--- config.mk ---
export PLATFORM = sky130hd
export DESIGN_NAME = grant_txn_ctrl
export DESIGN_NICKNAME = d
export VERILOG_FILES = /design/src/rtl/grant_txn_pkg.sv /design/src/rtl/onehot_enc.sv /design/src/rtl/grant_txn_ctrl.sv
export SDC_FILE = /design/constraint.sdc
export NUM_CORES = 1
export LEC_CHECK = 0
export CORE_ASPECT_RATIO = 1.75
export CORE_MARGIN = 1
export CORE_UTILIZATION = 36
export DETAILED_ROUTE_END_ITERATION = 7
export PLACE_DENSITY = 0.94
export SYNTH_ARGS = -nofsm -noshare
export SYNTH_HDL_FRONTEND = slang
export SYNTH_SLANG_ARGS = --single-unit
export TNS_END_PERCENT = 100
--- constraint.sdc ---
create_clock -name clk -period 2.68 [get_ports clk]
set_input_delay 0.536 -clock clk [delete_from_list [all_inputs] [get_ports clk]]
set_output_delay 0.536 -clock clk [all_outputs]
set_load 0.005 [all_outputs]
--- src/rtl/grant_txn_pkg.sv ---
// Shared types and default sizing for the grant transaction controller.
// Optional one-hot grant checking is enabled by defining GRANT_TXN_ONEHOT_CHECK_EN.
package grant_txn_pkg;

    localparam int N    = 4;
    localparam int DW   = 8;
    localparam int LW   = 4;
    localparam int ID_W = $clog2(N);

    typedef enum logic [1:0] {
        IDLE  = 2'd0,
        BURST = 2'd1,
        DONE  = 2'd2
    } state_e;

endpackage

--- src/rtl/onehot_enc.sv ---
// One-hot to binary index encoder; the lowest set bit wins when several are set.
module onehot_enc #(
    parameter int N    = 4,
    parameter int ID_W = $clog2(N)
) (
    input  logic [N-1:0]    oh_i,
    output logic [ID_W-1:0] idx_o,
    output logic            onehot_ok
);

    // Scan from the top down so the lowest set bit is the last to overwrite idx_o.
    always_comb begin
        idx_o = '0;
        for (int i = N - 1; i >= 0; i--) begin
            if (oh_i[i]) begin
                idx_o = ID_W'(i);
            end
        end
    end

    assign onehot_ok = (oh_i != '0) && ((oh_i & (oh_i - 1'b1)) == '0);

endmodule

--- src/rtl/grant_txn_ctrl.sv ---
// Locks an arbiter grant, streams len+1 beats of that requester's payload, then acks it.
// Define GRANT_TXN_ONEHOT_CHECK_EN to flag (and ignore) non-one-hot grants via a sticky err.
module grant_txn_ctrl #(
    parameter int N  = grant_txn_pkg::N,
    parameter int DW = grant_txn_pkg::DW,
    parameter int LW = grant_txn_pkg::LW
) (
    input  logic                 clk,
    input  logic                 rst,
    input  logic [N-1:0]         grant,
    input  logic [N*DW-1:0]      data,
    input  logic [N*LW-1:0]      len,
    output logic                 out_valid,
    input  logic                 out_ready,
    output logic [DW-1:0]        out_data,
    output logic [$clog2(N)-1:0] out_id,
    output logic                 out_last,
    output logic [N-1:0]         ack,
    output logic                 err
);

    import grant_txn_pkg::*;

    localparam int SEL_W = $clog2(N);

    state_e            state_q, state_d;
    logic [SEL_W-1:0]  sel_q, sel_d;
    logic [LW-1:0]     cnt_q, cnt_d;
    logic [SEL_W-1:0]  encIdx;
    logic              grantOk;
    logic              grantLegal;
    logic [LW-1:0]     grantLen;
    logic              inBurst;

    onehot_enc #(
        .N    (N),
        .ID_W (SEL_W)
    ) u_enc (
        .oh_i      (grant),
        .idx_o     (encIdx),
        .onehot_ok (grantOk)
    );

    assign grantLen = len[encIdx*LW +: LW];

`ifdef GRANT_TXN_ONEHOT_CHECK_EN
    logic err_q, err_d;

    assign grantLegal = grantOk;
    assign err        = err_q;
`else
    logic unused_grant_ok;

    assign unused_grant_ok = grantOk;
    assign grantLegal      = (grant != '0);
    assign err             = 1'b0;
`endif

    always_comb begin
        state_d = state_q;
        sel_d   = sel_q;
        cnt_d   = cnt_q;
`ifdef GRANT_TXN_ONEHOT_CHECK_EN
        err_d   = err_q;
`endif
        unique case (state_q)
            IDLE: begin
                if (grantLegal) begin
                    sel_d   = encIdx;
                    cnt_d   = grantLen;
                    state_d = BURST;
                end
`ifdef GRANT_TXN_ONEHOT_CHECK_EN
                else if (grant != '0) begin
                    err_d = 1'b1;
                end
`endif
            end
            // out_valid is always high here, so out_ready alone completes a beat.
            BURST: begin
                if (out_ready) begin
                    if (cnt_q == '0) begin
                        state_d = DONE;
                    end else begin
                        cnt_d = cnt_q - 1'b1;
                    end
                end
            end
            DONE: begin
                state_d = IDLE;
            end
            default: begin
                state_d = IDLE;
            end
        endcase
    end

    always_ff @(posedge clk or negedge rst) begin
        if (!rst) begin
            state_q <= IDLE;
            sel_q   <= '0;
            cnt_q   <= '0;
`ifdef GRANT_TXN_ONEHOT_CHECK_EN
            err_q   <= 1'b0;
`endif
        end else begin
            state_q <= state_d;
            sel_q   <= sel_d;
            cnt_q   <= cnt_d;
`ifdef GRANT_TXN_ONEHOT_CHECK_EN
            err_q   <= err_d;
`endif
        end
    end

    // Outputs decode registered state only; out_data is the live payload of the locked requester.
    assign inBurst   = (state_q == BURST);
    assign out_valid = inBurst;
    assign out_last  = inBurst && (cnt_q == '0);
    assign out_id    = inBurst ? sel_q : '0;
    assign out_data  = inBurst ? data[sel_q*DW +: DW] : '0;
    assign ack       = (state_q == DONE) ? ({{(N-1){1'b0}}, 1'b1} << sel_q) : '0;

endmodule

=== Word-level counts from Yosys, hierarchy flattened ===
Cells that the tools add are included.

* Bits in registers: 8
* Input port bits: 55
* Output and inout port bits: 17
* Word-level logic and storage cells: 36

* Add/sub/neg operators: 1
* Equality and inequality tests: 6
* Shift operators: 3
* Multiplexer cells: 15
* Reduce and logical (&&, ||, !) cells: 8

{| class="wikitable"
|+ Operators by type and width
! kind !! number
|-
| $shiftx 32x6->8 || 1
|-
| $mux 2 || 8
|-
| $mux 4 || 4
|-
| $shiftx 16x5->4 || 1
|-
| $mux 8 || 1
|-
| $pmux 4 s2 || 1
|-
| $ne 2x2->1 const B || 3
|-
| $logic_not 4->1 || 1
|-
| $pmux 2 s2 || 1
|-
| $reduce_and 4->1 || 1
|-
| $reduce_bool 4->1 || 1
|-
| $shl 1x2->4 const A || 1
|-
| $sub 4x1->4 const B || 1
|-
| $reduce_and 3->1 || 1
|-
| $eq 2x1->1 const B || 1
|-
| $eq 2x2->1 const B || 1
|-
| $logic_not 2->1 || 1
|-
| $ne 2x1->1 const B || 1
|-
| $reduce_and 2->1 || 1
|-
| $reduce_bool 2->1 || 1
|-
| $logic_and 1x1->1 || 1
|}

=== Longest topological paths before layout ===
* Word-level depth: 7
* Depth in mapped cells: 6
* Depth with buffers taken out: 6

=== Hierarchy ===
From an unflattened synthesis, not the netlist that was laid out.

* Cells, all modules: 91
* Area, all modules: 919.6 µm²

{| class="wikitable"
|+ By module, submodules not included
! module !! times used !! cells an instance !! area each (µm²) !! seq. area each (µm²)
|-
| grant_txn_ctrl || 1 || 82 || 858.3 || 200.2
|-
| onehot_enc || 1 || 9 || 61.3 || 0.0
|}

=== Least setup slack after synthesis ===
Ideal clock, no wire load.

* Path type: register to output
* Start: register sel_q[0]
* End: output out_data[3]
* Arrival time: 1.498 ns
* Required time: 2.144 ns
* Setup slack: 0.646 ns
* Stages on the path, launching flop included: 5
* Path buffers: 2
* Path through: dfrtp_1 clkbuf_1 buf_2 mux4_2 and2_1

* Word-level cells in the longest chain between the ends: 2

{| class="wikitable"
|+ RTL lines
! element !! RTL line !! source
|-
| start, declared || grant_txn_ctrl.sv:27 || <nowiki>logic [SEL_W-1:0] sel_q, sel_d;</nowiki>
|-
| start signal, assigned || grant_txn_ctrl.sv:108 || <nowiki>sel_q <= sel_d;</nowiki>
|-
| $shiftx 32x6->8 || grant_txn_ctrl.sv:121 || <nowiki>assign out_data = inBurst ? data[sel_q*DW +: DW] : '0;</nowiki>
|-
| $mux 8 || grant_txn_ctrl.sv:121 ||
|-
| end, declared || grant_txn_ctrl.sv:15 || <nowiki>output logic [DW-1:0] out_data,</nowiki>
|}

No other way between the ends.

=== Worst setup path after layout ===
* Start: input data[26]
* End: output out_data[2]

* Word-level cells in the longest chain between the ends: 2

{| class="wikitable"
|+ RTL lines
! element !! RTL line !! source
|-
| start, declared || grant_txn_ctrl.sv:11 || <nowiki>input logic [N*DW-1:0] data,</nowiki>
|-
| $shiftx 32x6->8 || grant_txn_ctrl.sv:121 ||
|-
| $mux 8 || grant_txn_ctrl.sv:121 ||
|}

No other way between the ends.

==> impl_metrics.csv <==
group,metric,value,unit
clock_tree,clk_latency,230,ps
critical_path,r2r_cells,6,
layout,final_cell_mix,"69 x clkdlybuf4s50_1, 10 x and2_1, 8 x mux4_2, 8 x nor2_1",
placed_design,gp_congestion,0.850,
route,drt_pass1_iterations,4,
floorplanning,die_h,70.0,µm
synthesis,yosys.area_share.simple,31.9,%
floorplanning,initial_utilization,38.2,%
layout,nFillCells,206,
critical_path,worstPathRequired,2140,ps
clock_tree,clock-root-buffer,"clkbuf_8",
critical_path,crit_path_start_kind,"input pin",
clock_tree,clkTransAtPathRegs,40,ps
pwr,p_leak,0.655,nW
clock_tree,ctsLongestPathBuffers,2,
synthesis,synth_compound_area_share,18.7,%
sta,hold_viol_final,0,
critical_path,r2r-end,"cnt_q[0]$_DFFE_PN0P_",
sta,rsz0062_at_grt,"no",
layout,num_antenna_cells,0,
grt,grt_max_degree,16,
layout,final_common_cell,"clkdlybuf4s50_1",
critical_path,cpLargestDelayFamily,"buffers and inverters",
synthesis,synth_nets,162,
critical_path,worst_path_largest_cell_delay,470,ps
synthesis,synth_fa_ha_area_share,2.63,%
route,post_drt_wl_per_cell,16.5,µm
layout,drive_gt1_share,12.1,%
clock_tree,hold_buffers,0,
synthesis,synth.cell_area,952,µm²
grt,use_met2,42.0,%
synthesis,synth_flop_cell,"dfrtp_1",
grt,overflow,0,
synthesis,netlist.area_leader.share,21.0,%
grt,grt_use_met1,22.2,%
route,antenna_left,0,
grt,grt_usage,24.6,%
synthesis,synthDistinctLibCells,42,
route,vias_per_cell,5.70,
critical_path,r2r_slack,760,ps
route,drc,0,
critical_path,critPathMaxFanout,1,
route,drt-initial-drc-count,48,
pwr,p_per_area,740,nW/µm²
floorplanning,std_cell_rows,24,
floorplanning,num_io_pins,72,
route,wl,3.29,mm
critical_path,crit_chain,"clkdlybuf4s50_1 -> mux4_2 -> and2_1 -> clkdlybuf4s50_1",
synthesis,synth_area_per_cell,9.07,µm²
clock_tree,cts_made_buffers,3,
critical_path,path_buf_inv,2,
grt,top_usage_layer,"met2",
placed_design,placedCellCount,196,
clock_tree,cts_tree,"built",
floorplanning,die_w,40.9,µm
synthesis,syn_inst,105,
synthesis,synth_area_leaders,"dfrtp_1 21%, mux4_2 19%, and2_1 6.6%",
critical_path,cpMostUsedCell,"clkdlybuf4s50_1",
critical_path,crit_path_end_kind,"primary output",
synthesis,synth_largest_area_cell,"dfrtp_1",
critical_path,critical_path.endpoint,"out_data[2]",
clock_tree,htree_num_levels,1,
sta,final.min_clock_period,2570,ps
critical_path,crit_start,"data[26]",
layout,nNetsFinal,232,
clock_tree,post-cts-setup-buffers,0,
synthesis,yosysWarnings,0,
sta,finClkSkew,1.24,ps
layout,layoutNonFillerInstCount,199,
sta,fin_crit_sh,95.9,%
pwr,power.total,1.27,mW
sta,setup_viol,0,
run_status,status,"complete, no violations",
critical_path,r2r_start,"cnt_q[0]$_DFFE_PN0P_",
synthesis,synth_seq_area_share,21.0,%
synthesis,async_reset_ff_share,100,%
sta,max_freq,0.389,GHz
critical_path,path_depth,4,
synthesis,synth_top_family_by_area,"simple AND/OR/NAND/NOR gates",
worst_hold_path,worstHoldPathType,"flop to flop",
pwr,vdd_ir_drop_max,435,µV
route,vias,1135,
critical_path,crit_type,"input pin to primary output",
critical_path,critPathSlowestCell,"mux4_2",
placed_design,detailed_place_hpwl,2.78,mm
sta,fin_tns_setup,0,ps
placed_design,io_buffers,70,
clock_tree,clock_sinks,8,
grt,grt_pass1_vias,1118,
synthesis,synth-xor-area-share,0,%
critical_path,arrival,2030,ps
floorplanning,fp.dieArea,2860,µm²
grt,grt_pass1_wl,5.00,mm
synthesis,synth-seq-cells,8,
run,cap_violations,0,
grt,grt_util_met3,8.57,%
sta,drv_slew,0,
synthesis,synthMuxAreaShare,18.9,%
layout,areaGrowthSynthToFinish,80.0,%
grt,antenna_found_initial,0,
synthesis,synth-edff-count,0,
floorplanning,core,2490,µm²
==> registers in the layout, indices dropped and copies added (netlist names) <==
| name | flops |
|---|---|
| cnt_q | 4 |
| sel_q | 2 |
| state_q | 2 |
==> cells in the mapped netlist (2+ instances only) <==
cell	n
ha_1	2
nor3_1	2
o31ai_1	2
mux4_2	8
a31oi_1	2
nor2_1	8
dfrtp_1	8
nor4bb_1	2
a311oi_1	2
nand2_1	5
a21oi_1	6
nor3b_1	7
o21ai_0	3
clkbuf_1	6
and2_1	10
nor2b_1	2
inv_1	4
nand2b_1	2
==> area by class of cell <==
cell class	count	area, µm²	share of cell area, %
clock buffers	3	41.3	2.41
flip-flops and latches	8	201	11.8
inverters	4	15.0	0.876
multi-input cells	84	691	40.3
repair buffers	74	733	42.8
well taps	26	32.5	1.90
==> worst register-to-register path, cell delays in order (launching register included) <==
cell	delay (ps)
dfrtp_1	400
inv_1	110
ha_1	170
or3b_2	490
and4_1	230
a211oi_1	260
o41ai_1	130
==> kinds of logic after synthesis <==
kind of cell    count (synthesis)
simple gates                   48
buf+inv                        13
other cells                     1
fa+ha+maj                       2
flops                           8
compound gates                 25
mux                             8
==> worst min-delay path by stage <==
| stage | depth (start not counted) | slack, ps | to | startpoint |
|---|---|---|---|---|
| 2_1_floorplan | 0 | 240 | cnt_q[0]$_DFFE_PN0P_ | rst |
| 3_3_place_gp | 2 | 540 | cnt_q[0]$_DFFE_PN0P_ | cnt_q[0]$_DFFE_PN0P_ |
| 3_5_place_dp | 2 | 560 | cnt_q[0]$_DFFE_PN0P_ | cnt_q[0]$_DFFE_PN0P_ |
| 4_1_cts | 2 | 580 | cnt_q[0]$_DFFE_PN0P_ | cnt_q[0]$_DFFE_PN0P_ |
| 5_1_grt | 2 | 620 | cnt_q[0]$_DFFE_PN0P_ | cnt_q[0]$_DFFE_PN0P_ |
| 6_report | 2 | 580 | cnt_q[0]$_DFFE_PN0P_ | cnt_q[0]$_DFFE_PN0P_ |
==> stage by stage <==
stage          hold slack [ps]  cell area, µm²  worst slack [ps]  util (%)
2_1_floorplan              240             952               646         -
3_3_place_gp               542            1670               126      67.0
3_5_place_dp               565            1670               106      67.0
4_1_cts                    576            1710               107      68.7
5_1_grt                    621            1710              38.4      68.8
6_report                   581            1710               109      68.8
==> per-layer routing <==
metal / share of wire [%] / routed length [µm]
met3: 14 / 456
met4: 2.9 / 94
met2: 52 / 1700
met1: 31 / 1030
met5: 0 / 0
==> power breakdown <==
group	total [mW]	internal [mW]	switching, mW	leakage (nW)
registers	0.278	0.174	0.104	0.0945
clock network	0.146	0.0974	0.0487	0.0216
logic	0.845	0.542	0.304	0.539
total	1.27	0.813	0.456	0.655
==> timing repair <==
| item | in CTS | in global routing |
|---|---|---|
| gates resized for setup | 1 | 1 |
| pin swaps | 0 | 0 |
| setup endpoints to repair | 8 | 1 |
No activity file was read; power rests on OpenSTA's default activity.
